`src/rtl/stc0_ingress_arb_if.sv`:
```
// Ingress arbiter bus: two frame requesters in, one core ingress stream out.
// master = requester/wrapper side, slave = arbiter side.
interface stc0_ingress_arb_if;
  logic       Req0;
  logic       Req1;
  logic [7:0] D0;
  logic [7:0] D1;
  logic       V0;
  logic       V1;
  logic       L0;
  logic       L1;
  logic       Gnt0;
  logic       Gnt1;
  logic [7:0] ID;
  logic       IValid;
  logic       GntId;
  logic       Busy;
  logic       TimeoutErr;

  modport master (
    output Req0, Req1, D0, D1, V0, V1, L0, L1,
    input  Gnt0, Gnt1, ID, IValid, GntId, Busy, TimeoutErr
  );

  modport slave (
    input  Req0, Req1, D0, D1, V0, V1, L0, L1,
    output Gnt0, Gnt1, ID, IValid, GntId, Busy, TimeoutErr
  );
endinterface

```
`src/rtl/stc0_ingress_arb.sv`:
```
// Round-robin whole-frame arbiter feeding stc0_core ingress (ID/IValid).
// STC0_ARB_TIMEOUT_EN enables mid-frame stall abort after TIMEOUT_CYCLES.
module stc0_ingress_arb #(
  parameter int GAP_CYCLES     = 2,
  parameter int TIMEOUT_CYCLES = 64
) (
  input logic              Clk,
  input logic              ARstb,
  stc0_ingress_arb_if.slave bus
);

  typedef enum logic [1:0] {
    S_IDLE,
    S_GRANT,
    S_GAP
  } state_e;

  localparam logic [15:0] GAP_LAST =
    16'(GAP_CYCLES > 0 ? GAP_CYCLES - 1 : 0);
  localparam logic GAP_EN = (GAP_CYCLES > 0);

  state_e      state_q, state_d;
  logic        ptr_q, ptr_d;
  logic        gid_q, gid_d;
  logic        gnt0_q, gnt0_d;
  logic        gnt1_q, gnt1_d;
  logic [7:0]  id_q, id_d;
  logic        ivalid_q, ivalid_d;
  logic        busy_q, busy_d;
  logic        terr_q, terr_d;
  logic [15:0] gap_cnt_q, gap_cnt_d;

  logic        sel;
  logic        v_sel;
  logic        l_sel;
  logic [7:0]  d_sel;
  logic        end_frame;

`ifdef STC0_ARB_TIMEOUT_EN
  localparam logic [15:0] TO_LAST = 16'(TIMEOUT_CYCLES - 1);
  logic [15:0] to_cnt_q, to_cnt_d;
`endif

  assign v_sel = gid_q ? bus.V1 : bus.V0;
  assign l_sel = gid_q ? bus.L1 : bus.L0;
  assign d_sel = gid_q ? bus.D1 : bus.D0;

  always_comb begin
    state_d   = state_q;
    ptr_d     = ptr_q;
    gid_d     = gid_q;
    gnt0_d    = gnt0_q;
    gnt1_d    = gnt1_q;
    id_d      = id_q;
    ivalid_d  = 1'b0;
    terr_d    = 1'b0;
    gap_cnt_d = gap_cnt_q;
    sel       = 1'b0;
    end_frame = 1'b0;
`ifdef STC0_ARB_TIMEOUT_EN
    to_cnt_d  = to_cnt_q;
`endif
    unique case (state_q)
      S_IDLE: begin
        if (bus.Req0 | bus.Req1) begin
          // Pointer only breaks ties; a lone requester always wins.
          sel     = (bus.Req0 & bus.Req1) ? ptr_q : bus.Req1;
          gid_d   = sel;
          gnt0_d  = ~sel;
          gnt1_d  = sel;
          state_d = S_GRANT;
`ifdef STC0_ARB_TIMEOUT_EN
          to_cnt_d = '0;
`endif
        end
      end
      S_GRANT: begin
        if (v_sel) begin
          id_d     = d_sel;
          ivalid_d = 1'b1;
          if (l_sel) end_frame = 1'b1;
        end
`ifdef STC0_ARB_TIMEOUT_EN
        if (v_sel) begin
          to_cnt_d = '0;
        end else if (to_cnt_q == TO_LAST) begin
          end_frame = 1'b1;
          terr_d    = 1'b1;
        end else begin
          to_cnt_d = to_cnt_q + 16'd1;
        end
`endif
        if (end_frame) begin
          gnt0_d    = 1'b0;
          gnt1_d    = 1'b0;
          ptr_d     = ~gid_q;
          gap_cnt_d = '0;
          state_d   = GAP_EN ? S_GAP : S_IDLE;
        end
      end
      S_GAP: begin
        if (gap_cnt_q == GAP_LAST) begin
          state_d = S_IDLE;
        end else begin
          gap_cnt_d = gap_cnt_q + 16'd1;
        end
      end
      default: state_d = S_IDLE;
    endcase
    busy_d = (state_d != S_IDLE);
  end

  always_ff @(posedge Clk or negedge ARstb) begin
    if (!ARstb) begin
      state_q   <= S_IDLE;
      ptr_q     <= 1'b0;
      gid_q     <= 1'b0;
      gnt0_q    <= 1'b0;
      gnt1_q    <= 1'b0;
      id_q      <= 8'h00;
      ivalid_q  <= 1'b0;
      busy_q    <= 1'b0;
      terr_q    <= 1'b0;
      gap_cnt_q <= '0;
`ifdef STC0_ARB_TIMEOUT_EN
      to_cnt_q  <= '0;
`endif
    end else begin
      state_q   <= state_d;
      ptr_q     <= ptr_d;
      gid_q     <= gid_d;
      gnt0_q    <= gnt0_d;
      gnt1_q    <= gnt1_d;
      id_q      <= id_d;
      ivalid_q  <= ivalid_d;
      busy_q    <= busy_d;
      terr_q    <= terr_d;
      gap_cnt_q <= gap_cnt_d;
`ifdef STC0_ARB_TIMEOUT_EN
      to_cnt_q  <= to_cnt_d;
`endif
    end
  end

  assign bus.Gnt0       = gnt0_q;
  assign bus.Gnt1       = gnt1_q;
  assign bus.GntId      = gid_q;
  assign bus.ID         = id_q;
  assign bus.IValid     = ivalid_q;
  assign bus.Busy       = busy_q;
  assign bus.TimeoutErr = terr_q;

endmodule

```
`src/flat_wrapper.sv`:
```
// flat-port wrapper written by rule: the top's interface ports become plain ports
module stc0_ingress_arb_flat 
#(
  parameter int GAP_CYCLES     = 2,
  parameter int TIMEOUT_CYCLES = 64
)
  (Clk, ARstb, bus_Req0, bus_Req1, bus_D0, bus_D1, bus_V0, bus_V1, bus_L0, bus_L1, bus_Gnt0, bus_Gnt1, bus_ID, bus_IValid, bus_GntId, bus_Busy, bus_TimeoutErr);
  stc0_ingress_arb_if bus_i ();
  input logic Clk;
  input logic ARstb;
  input wire logic [$bits(bus_i.Req0)-1:0] bus_Req0;
  input wire logic [$bits(bus_i.Req1)-1:0] bus_Req1;
  input wire logic [$bits(bus_i.D0)-1:0] bus_D0;
  input wire logic [$bits(bus_i.D1)-1:0] bus_D1;
  input wire logic [$bits(bus_i.V0)-1:0] bus_V0;
  input wire logic [$bits(bus_i.V1)-1:0] bus_V1;
  input wire logic [$bits(bus_i.L0)-1:0] bus_L0;
  input wire logic [$bits(bus_i.L1)-1:0] bus_L1;
  output wire logic [$bits(bus_i.Gnt0)-1:0] bus_Gnt0;
  output wire logic [$bits(bus_i.Gnt1)-1:0] bus_Gnt1;
  output wire logic [$bits(bus_i.ID)-1:0] bus_ID;
  output wire logic [$bits(bus_i.IValid)-1:0] bus_IValid;
  output wire logic [$bits(bus_i.GntId)-1:0] bus_GntId;
  output wire logic [$bits(bus_i.Busy)-1:0] bus_Busy;
  output wire logic [$bits(bus_i.TimeoutErr)-1:0] bus_TimeoutErr;
  assign bus_i.Req0 = bus_Req0;
  assign bus_i.Req1 = bus_Req1;
  assign bus_i.D0 = bus_D0;
  assign bus_i.D1 = bus_D1;
  assign bus_i.V0 = bus_V0;
  assign bus_i.V1 = bus_V1;
  assign bus_i.L0 = bus_L0;
  assign bus_i.L1 = bus_L1;
  assign bus_Gnt0 = bus_i.Gnt0;
  assign bus_Gnt1 = bus_i.Gnt1;
  assign bus_ID = bus_i.ID;
  assign bus_IValid = bus_i.IValid;
  assign bus_GntId = bus_i.GntId;
  assign bus_Busy = bus_i.Busy;
  assign bus_TimeoutErr = bus_i.TimeoutErr;
  stc0_ingress_arb #(.GAP_CYCLES(GAP_CYCLES), .TIMEOUT_CYCLES(TIMEOUT_CYCLES)) u_core (.Clk(Clk), .ARstb(ARstb), .bus(bus_i));
endmodule
```
`config.mk`:
```
export PLATFORM = sky130hd
export DESIGN_NAME = stc0_ingress_arb_flat
export DESIGN_NICKNAME = d
export VERILOG_FILES = /design/src/rtl/stc0_ingress_arb_if.sv /design/src/rtl/stc0_ingress_arb.sv /design/src/flat_wrapper.sv
export SDC_FILE = /design/constraint.sdc
export NUM_CORES = 1
export LEC_CHECK = 0
export CORE_MARGIN = 4
export CORE_UTILIZATION = 70
export CTS_BUF_LIST = sky130_fd_sc_hd__clkbuf_8
export CTS_CLUSTER_SIZE = 20
export DETAILED_ROUTE_END_ITERATION = 12
export DONT_BUFFER_PORTS = 1
export PLACE_DENSITY = 0.86
export SETUP_SLACK_MARGIN = 0.5
export SKIP_LAST_GASP = 1
export SYNTH_ARGS = -nofsm -noshare
export SYNTH_HDL_FRONTEND = slang
export SYNTH_SLANG_ARGS = --single-unit
```
`constraint.sdc`:
```
create_clock -name Clk -period 5.4 [get_ports Clk]
set_input_delay 0.54 -clock Clk [delete_from_list [all_inputs] [get_ports Clk]]
set_output_delay 0.54 -clock Clk [all_outputs]
set_load 0.02 [all_outputs]
```
# [After elaboration in Yosys (flattened, before gate mapping)]
# Cells that the tools add are included.
[op_classes] n_eq_ne=6 reduce_logical=9 bitwise=4 addsub=1 mux=21
[op_table] operator="$mux W16" count=2
[op_table] operator="$pmux W16 S2" count=1
[op_table] operator="$add A16 B1 Y16 const B" count=1
[op_table] operator="$eq A16 B1 Y1 const B" count=1
[op_table] operator="$mux W1" count=11
[op_table] operator="$mux W8" count=1
[op_table] operator="$mux W2" count=3
[op_table] operator="$pmux W2 S3" count=1
[op_table] operator="$reduce_and A2 Y1" count=3
[op_table] operator="$reduce_and A3 Y1" count=2
[op_table] operator="$reduce_bool A2 Y1" count=3
[op_table] operator="$ne A2 B1 Y1 const B" count=2
[op_table] operator="$pmux W1 S2" count=2
[op_table] operator="$eq A2 B1 Y1 const B" count=1
[op_table] operator="$eq A2 B2 Y1 const B" count=1
[op_table] operator="$logic_not A2 Y1" count=1
[op_table] operator="$ne A2 B2 Y1 const B" count=1
[op_table] operator="$not A1 Y1" count=2
[op_table] operator="$and A1 B1 Y1" count=1
[op_table] operator="$or A1 B1 Y1" count=1
[word_totals] register_bits=32 out_inout_bits=14 inputBits=24 word_cells=50

# [Logic depth before layout (Yosys ltp)]
# Gate-level depths: netlist of run 1.
[logic_depth] depth_word=7 depth_mapped=7 ltp_nobuf=6

# [Worst setup path before layout of run 1]
# OpenSTA, ideal clock, no wires.
[synth_path] kind="reg2reg" startpoint="reg u_core.state_q[1]" endpoint="reg u_core.gap_cnt_q[13]" path_slack_ns=3.699 setup_time_ns=0.069 arrival_time_ns=1.632 required_ns=5.331 path_stages_with_launch=7 cell_sequence="dfrtp_1 inv_1 ha_1 and2_1 o31ai_2 or4_1 nand3_1"
[synth_between] elab_chain_cells=3 elab_cells_between_ends=7
[synth_lines] item="start: declaration" line="stc0_ingress_arb.sv:22" text="state_e state_q, state_d;"
[synth_lines] item="start signal: assignment" line="stc0_ingress_arb.sv:129" text="state_q <= state_d;"
[synth_lines] item="$eq A2 B2 Y1 or $eq A2 B1 Y1 (tied branches)" line="stc0_ingress_arb.sv:63" text="unique case (state_q)"
[synth_lines] item="$ne A2 B2 Y1 (no line) (tied with other cells)"
[synth_lines] item="$reduce_and A3 Y1 (no line)"
[synth_lines] item="end signal: assignment" line="stc0_ingress_arb.sv:138" text="gap_cnt_q <= gap_cnt_d;"
[synth_lines] item="end: declaration" line="stc0_ingress_arb.sv:31" text="logic [15:0] gap_cnt_q, gap_cnt_d;"
# Parallel ways exist; a longest one is shown, timed or not.
# A chain may end at the register's enable or synchronous reset.

# [Worst setup path after layout of run 1]
[layout_path] startpoint="reg u_core.gid_q, in the netlist u_core.bus.GntId" endpoint="reg u_core.gap_cnt_q[0]"
[layout_between] elab_chain_cells=6 elab_cells_between_ends=7
[layout_lines] item="start: declaration" line="stc0_ingress_arb.sv:24" text="logic gid_q, gid_d;"
[layout_lines] item="start signal: assignment" line="stc0_ingress_arb.sv:131" text="gid_q <= gid_d;"
[layout_lines] item="$mux W1" line="stc0_ingress_arb.sv:45" text="assign l_sel = gid_q ? bus.L1 : bus.L0;"
[layout_lines] item="$mux W1" line="stc0_ingress_arb.sv:81" text="if (l_sel) end_frame = 1'b1;"
[layout_lines] item="$mux W1 *" line="stc0_ingress_arb.sv:78" text="if (v_sel) begin"
[layout_lines] item="$mux W1 *" line="stc0_ingress_arb.sv:63"
[layout_lines] item="$ne A2 B1 Y1 (no line) *"
[layout_lines] item="$reduce_and A3 Y1 (no line) *"
# Mark *: on every way between the ends. The rest lies on a longest branch, timed or not. The select of a mux whose other input is x is not followed.

==> reports/qor.yml, run 1 <==
ioPinCount: 38
drc: 0
rows: 18
grt_pass1_vias: 1635
cts_setup_buffers: 0
setup.worst_path.start: "u_core.bus.GntId$_DFFE_PN0P_"
reg2reg_depth: 4
dr.pass1.iters: 4
cts_tree: "built"
grt_pass1_wl_mm: 7.37
post-synth-top-area-cell: "dfrtp_1"
clk_path_buf_depth: 2
final_nets: 226
r2r-end: "u_core.gap_cnt_q[0]$_DFFE_PN0P_"
synth.most_common_cell: "dfrtp_1"
synth_ff_type: "dfrtp_1"
synth_cell_types: 49
netlist_area_um2: 1920
synth_nets: 229
syn-instance-count: 199
ys_warn_count: 0
avgSynthCellArea_um2: 9.67
drt_iter0_drc: 97
io_buffers: 0
ctsRootBufferMaster: "clkbuf_8"
ir_drop_mv: 0.537
synth_top_area_share_pct: 41.6
multi_input_comb_area_um2: 1000
outcome: "finished, final reports clean"
synth.top_cells.by_count: "dfrtp_1, o21ai_0, nand2_1, a21oi_1, inv_1"
dieArea_um2: 3650
dp_cells: 218
synth_seq_area_share_pct: 41.6
hold_buffers: 1
fin_cells: 227
finalCriticalPeriod_ns: 2.15
ctsResizeCount: 0
cts_buffers: 5
die_y_um: 60.4
whs_ns: 0.0714
synth-seq-cells: 32
wl_mm: 4.19
tns_ns: 0
fillerInstances: 156
overflow: 0
max_cap_violations: 0
rsz0062_at_grt: "false"
die_w_um: 60.4
path_clk_slew_ns: 0.07
initial_core_util_pct: 75.6
drive_gt1_share_pct: 9.14
post_drt_wl_per_cell_um: 18.4
finalMaxSlewViolations: 0
hold_violations: 0
via_per_inst: 6.94
coreArea_um2: 2540
setup_viol: 0
seq_area_um2: 801
crit_type: "reg -> reg"
startpoint_type: "flip-flop"
hp-class: "in -> async"
worst-r2r-setup-slack_ns: 3.25
p_per_area_nw_per_um2: 514
grt_max_degree: 33
cts_sinks: 32
gp_congestion: 0.933
antenna_found_initial: 0
hpwl_mm: 2.88
fin_worst_skew_ns: 0.00641
grt_use_total_pct: 27.1
max_clock_freq_mhz: 465
post-route-period-util_pct: 39.8
power.leakage_nw: 0.917
rr_startpoint: "u_core.bus.GntId$_DFFE_PN0P_"
vias: 1575
worstSetupEndpointType: "flip-flop"
cp_max_fo: 17
insertedDiodeCount: 0
drtAntennaViolNets: 0
pre_cts_slack_ns: 3.26
cp.arrival_ns: 2.32
max_slew.worst_pin.slew_ns: 0.752
syn2layout_area_growth_pct: 4.36
insertion_delay_ns: 0.29
timing.max_slew.rel_slack_pct: 49.8
layout_setup_ws_ns: 3.25
synthTopCellsByArea: "dfrtp_1, o21ai_0, mux2i_1"
async_flop_share_pct: 100
synth_edf_count: 0
cp.required_ns: 5.57
cts_htree_levels: 2
critical_path.endpoint: "u_core.gap_cnt_q[0]$_DFFE_PN0P_"
worst min-delay path by stage:
stage	endpoint	slack, ns	cells after the start
after floorplan	u_core.bus.Busy$_DFF_PN0_	0.24	0
after global placement	u_core.gap_cnt_q[4]$_DFFE_PN0P_	0.25	0
after detailed placement	u_core.gap_cnt_q[1]$_DFFE_PN0P_	0.25	0
after CTS	u_core.gap_cnt_q[3]$_DFFE_PN0P_	0.08	1
after global routing	u_core.gap_cnt_q[14]$_DFFE_PN0P_	0.07	1
final	u_core.gap_cnt_q[3]$_DFFE_PN0P_	0.07	1
area by class of cell:
cell class	instances	share of cell area (%)
Tap cell	30	1.87
Sequential cell	32	39.9
Timing Repair Buffer	1	0.997
Inverter	11	2.06
Clock inverter	3	1.93
Clock buffer	5	3.43
Multi-Input combinational cell	145	49.8
placed cells by master (no fill, tap or decap), types with 3 or more instances in the layout:
master    count
nand3_1       9
and4_1        5
nand4_1       5
inv_1        11
and2_1        6
mux2i_1       9
nor3_1        3
nand2_1      19
a21oi_1      10
dfrtp_1      32
nor4_1        3
o31ai_1       3
o22ai_1       3
a21o_1        3
and3_1        4
ha_1          6
clkbuf_8      5
o21ai_0      22
where the power goes:
part	switching [W]	internal, W	total (W)
clock network	0.0000885	0.000135	0.000223
registers	0.000132	0.000302	0.000434
logic	0.000222	0.000153	0.000375
critical path, stage by stage (launching register included):
cell and delay [ns]:
dfrtp_1 0.83, and3b_1 0.33, o31ai_4 0.55, nor4_1 0.09, a211o_1 0.24
registers in the layout, summed over array words and instances, names as in the netlist:
name and count:
u_core.bus.Gnt0 1, u_core.bus.ID 8, u_core.bus.GntId 1, u_core.gap_cnt_q 16
u_core.bus.Busy 1, u_core.bus.Gnt1 1, u_core.bus.IValid 1, u_core.state_q 2
u_core.ptr_q 1
stage by stage:
| stage | util, % | area, µm² | total power (W) |
|---|---|---|---|
| after floorplan | - | 1920 | 0.000726 |
| after global placement | 73.9 | 1880 | 0.000768 |
| after detailed placement | 73.9 | 1880 | 0.000796 |
| after CTS | 78.9 | 2010 | 0.00103 |
| after global routing | 78.9 | 2010 | 0.00111 |
| final | 78.9 | 2010 | 0.00103 |
logic make-up after synthesis:
kind of cell | synth area share (%)
buffers and inverters | 6.37
adder cells (fa/ha/maj) | 3.90
flip-flops | 41.6
AO/OA/AOI/OAI | 21.4
multiplexers | 5.85
other | 0.195
AND/OR/NAND/NOR | 20.7
layer usage:
metal  GRT usage, %  vias to the layer above  wire length (µm)
met5              0                        -                 0
met4           9.91                        0                52
met3           11.1                        7               360
met2           44.8                       73              2110
met1           31.9                      754              1670
li1               -                      741                 -
No activity file was read; power rests on OpenSTA's default activity.
==> run 2, diff against run 1 <==
Settings changed: CORE_UTILIZATION 70 to 59, PLACE_DENSITY 0.86 to 0.78.
Clock period 5.4 ns to 1.9 ns, I/O delays scaled along.
==> reports/qor.yml, run 2 (synthesized netlist as in run 1, its figures left out) <==
post-route-period-util_pct: 92.8
ioPinCount: 38
die_y_um: 65.1
critPathSlowestCell: "dfrtp_2"
via_per_inst: 6.51
drt_iter0_drc: 134
hpwl_mm: 3.11
cp_max_fo: 6
final_area_um2: 2440
ir_drop_mv: 1.21
initial_core_util_pct: 62.5
final_common_cell: "dfrtp_1"
outcome: "finished, final reports clean"
utilization_pct: 79.3
switching_share_pct: 41.4
cts_tree: "built"
finalCriticalPeriod_ns: 1.76
worstSetupEndpointType: "flip-flop"
hold_violations: 0
critical_path.endpoint: "u_core.bus.Busy$_DFF_PN0_"
dp_cells: 240
io_buffers: 0
insertion_delay_ns: 0.29
p_switching_w: 0.00155
seqPwrFrac_pct: 32.1
drc: 0
power.leakage_nw: 1.08
cp.required_ns: 2.13
comb_power_share_pct: 48.5
final_nets: 249
max_cap_violations: 0
dieArea_um2: 4240
grt_pass1_vias: 1639
drive_gt1_share_pct: 38.6
startpoint_type: "flip-flop"
cts_buffers: 5
syn2layout_area_growth_pct: 26.9
ctsRootBufferMaster: "clkbuf_8"
rows: 20
cts_sinks: 32
grt_use_total_pct: 23.1
cp.arrival_ns: 1.99
place_area_um2: 2040
p_per_area_nw_per_um2: 1540
antenna_found_initial: 0
hp-class: "in -> reg"
crit_type: "reg -> reg"
insertedDiodeCount: 0
vias: 1719
rsz0062_at_grt: "true"
path_clk_slew_ns: 0.07
tns_ns: 0
setup_viol: 0
r2r-end: "u_core.bus.Busy$_DFF_PN0_"
gp_congestion: 0.851
dr.pass1.iters: 4
coreArea_um2: 3080
clk_path_buf_depth: 2
grt_max_degree: 33
post_drt_wl_per_cell_um: 19.4
max_clock_freq_mhz: 567
cts_htree_levels: 2
worst-r2r-setup-slack_ns: 0.14
grt_pass1_wl_mm: 7.58
overflow: 0
whs_path_depth: 3
reg2reg_depth: 6
worst_path_largest_cell_delay_ns: 0.45
die_w_um: 65.1
setup.worst_path.start: "u_core.state_q[1]$_DFF_PN0_"
wl_mm: 5.12
regMostFlops: "u_core.gap_cnt_q"
fillerInstances: 194
layout_common_cells: "dfrtp_1, buf_4, nand2_1"
crit_chain: "inv_4 -> ha_4 -> o21ai_2 -> and2_1 -> a2111oi_1 -> or3_1"
largest_reg_flops: 16
rr_startpoint: "u_core.state_q[1]$_DFF_PN0_"
fin_cells: 264
clockPowerShare_pct: 19.4
fin_worst_skew_ns: 0.00555
drtAntennaViolNets: 0
finalMaxSlewViolations: 0
internal-power_w: 0.00220
run 2: changes by cell type in the layout (fill, tap and decap cells not counted), moves of 3 or more:
| cell | before | now |
|---|---|---|
| buf_4 | 0 | 17 |
| o21ai_0 | 22 | 8 |
| o21ai_1 | 1 | 9 |
| dfrtp_1 | 32 | 25 |
| dfrtp_2 | 0 | 7 |
| o21ai_2 | 0 | 6 |
| buf_6 | 0 | 5 |
| ha_1 | 6 | 2 |
| inv_1 | 11 | 7 |
| and4_1 | 5 | 2 |
| and4_4 | 0 | 3 |
| nand2_1 | 19 | 16 |
run 2: cell type report:
| cell class | instances | area [µm²] | area share, % |
|---|---|---|---|
| flip-flops and latches | 32 | 810 | 33.2 |
| repair buffers | 24 | 214 | 8.76 |
| multi-input cells | 145 | 1190 | 48.6 |
| clock inverters | 1 | 30.0 | 1.23 |
| clock buffers | 7 | 96.3 | 3.95 |
| inverters | 11 | 48.8 | 2.00 |
| well taps | 44 | 55.1 | 2.26 |
run 2: how the worst min path moves through the flow:
stage,startpoint,endpoint
finish,bus_L1,u_core.ptr_q$_DFFE_PN0P_
global route,bus_L1,u_core.ptr_q$_DFFE_PN0P_
CTS,bus_L1,u_core.ptr_q$_DFFE_PN0P_
detailed placement,ARstb,u_core.gap_cnt_q[1]$_DFFE_PN0P_
global placement,ARstb,u_core.gap_cnt_q[0]$_DFFE_PN0P_
floorplan,ARstb,u_core.bus.Busy$_DFF_PN0_
run 2: per-stage QoR:
stage | hold WS [ns] | setup WS (ns) | total power (W)
2_1_floorplan | -0.106 | 0.359 | 0.00224
3_3_place_gp | -0.105 | 0.247 | 0.00247
3_5_place_dp | -0.105 | 0.205 | 0.00253
4_1_cts | 0.0806 | 0.281 | 0.00340
5_1_grt | 0.0998 | 0.0660 | 0.00397
6_report | 0.0842 | 0.136 | 0.00375
run 2: timing repair:
item / in CTS / in global routing
resized for setup: 14 / 36
hold buffers: 2 / 0
cloned: 0 / 2
hold endpoints to repair: 32 / 0
setup endpoints to repair: 21 / 30
pin swaps: 7 / 11
buffers inserted: 8 / 4
run 2: worst max-delay path: cells and delay by family, from the launching register on:
family	cells	cell delay, ns
AND/OR/NAND/NOR	2	0.41
flip-flops	1	0.45
adder cells (fa/ha/maj)	1	0.18
AO/OA/AOI/OAI	2	0.56
buffers and inverters	1	0.09
run 2: routing by layer:
layer	wire [µm]	up-vias	global-route usage, %	share of wire, %
li1	-	778	-	-
met1	1960	831	28.5	38
met5	0	-	0	0
met3	378	25	7.18	7.4
met4	214	0	7.25	4.2
met2	2570	85	38.8	50
run 2: power groups by stage:
| stage | Sequential [W] | Clock (W) | Combinational [W] |
|---|---|---|---|
| floorplan | 0.00117 | 0 | 0.00108 |
| global placement | 0.00121 | 0 | 0.00126 |
| detailed placement | 0.00122 | 0 | 0.00131 |
| CTS | 0.00120 | 0.000729 | 0.00147 |
| global route | 0.00123 | 0.000768 | 0.00197 |
| finish | 0.00121 | 0.000728 | 0.00182 |
==> run 3, diff against run 2 <==
Settings changed: SKIP_LAST_GASP 1 to unset.
==> results of run 3 <==
No change in the layout: final DEF, timing and power equal those of run 2.
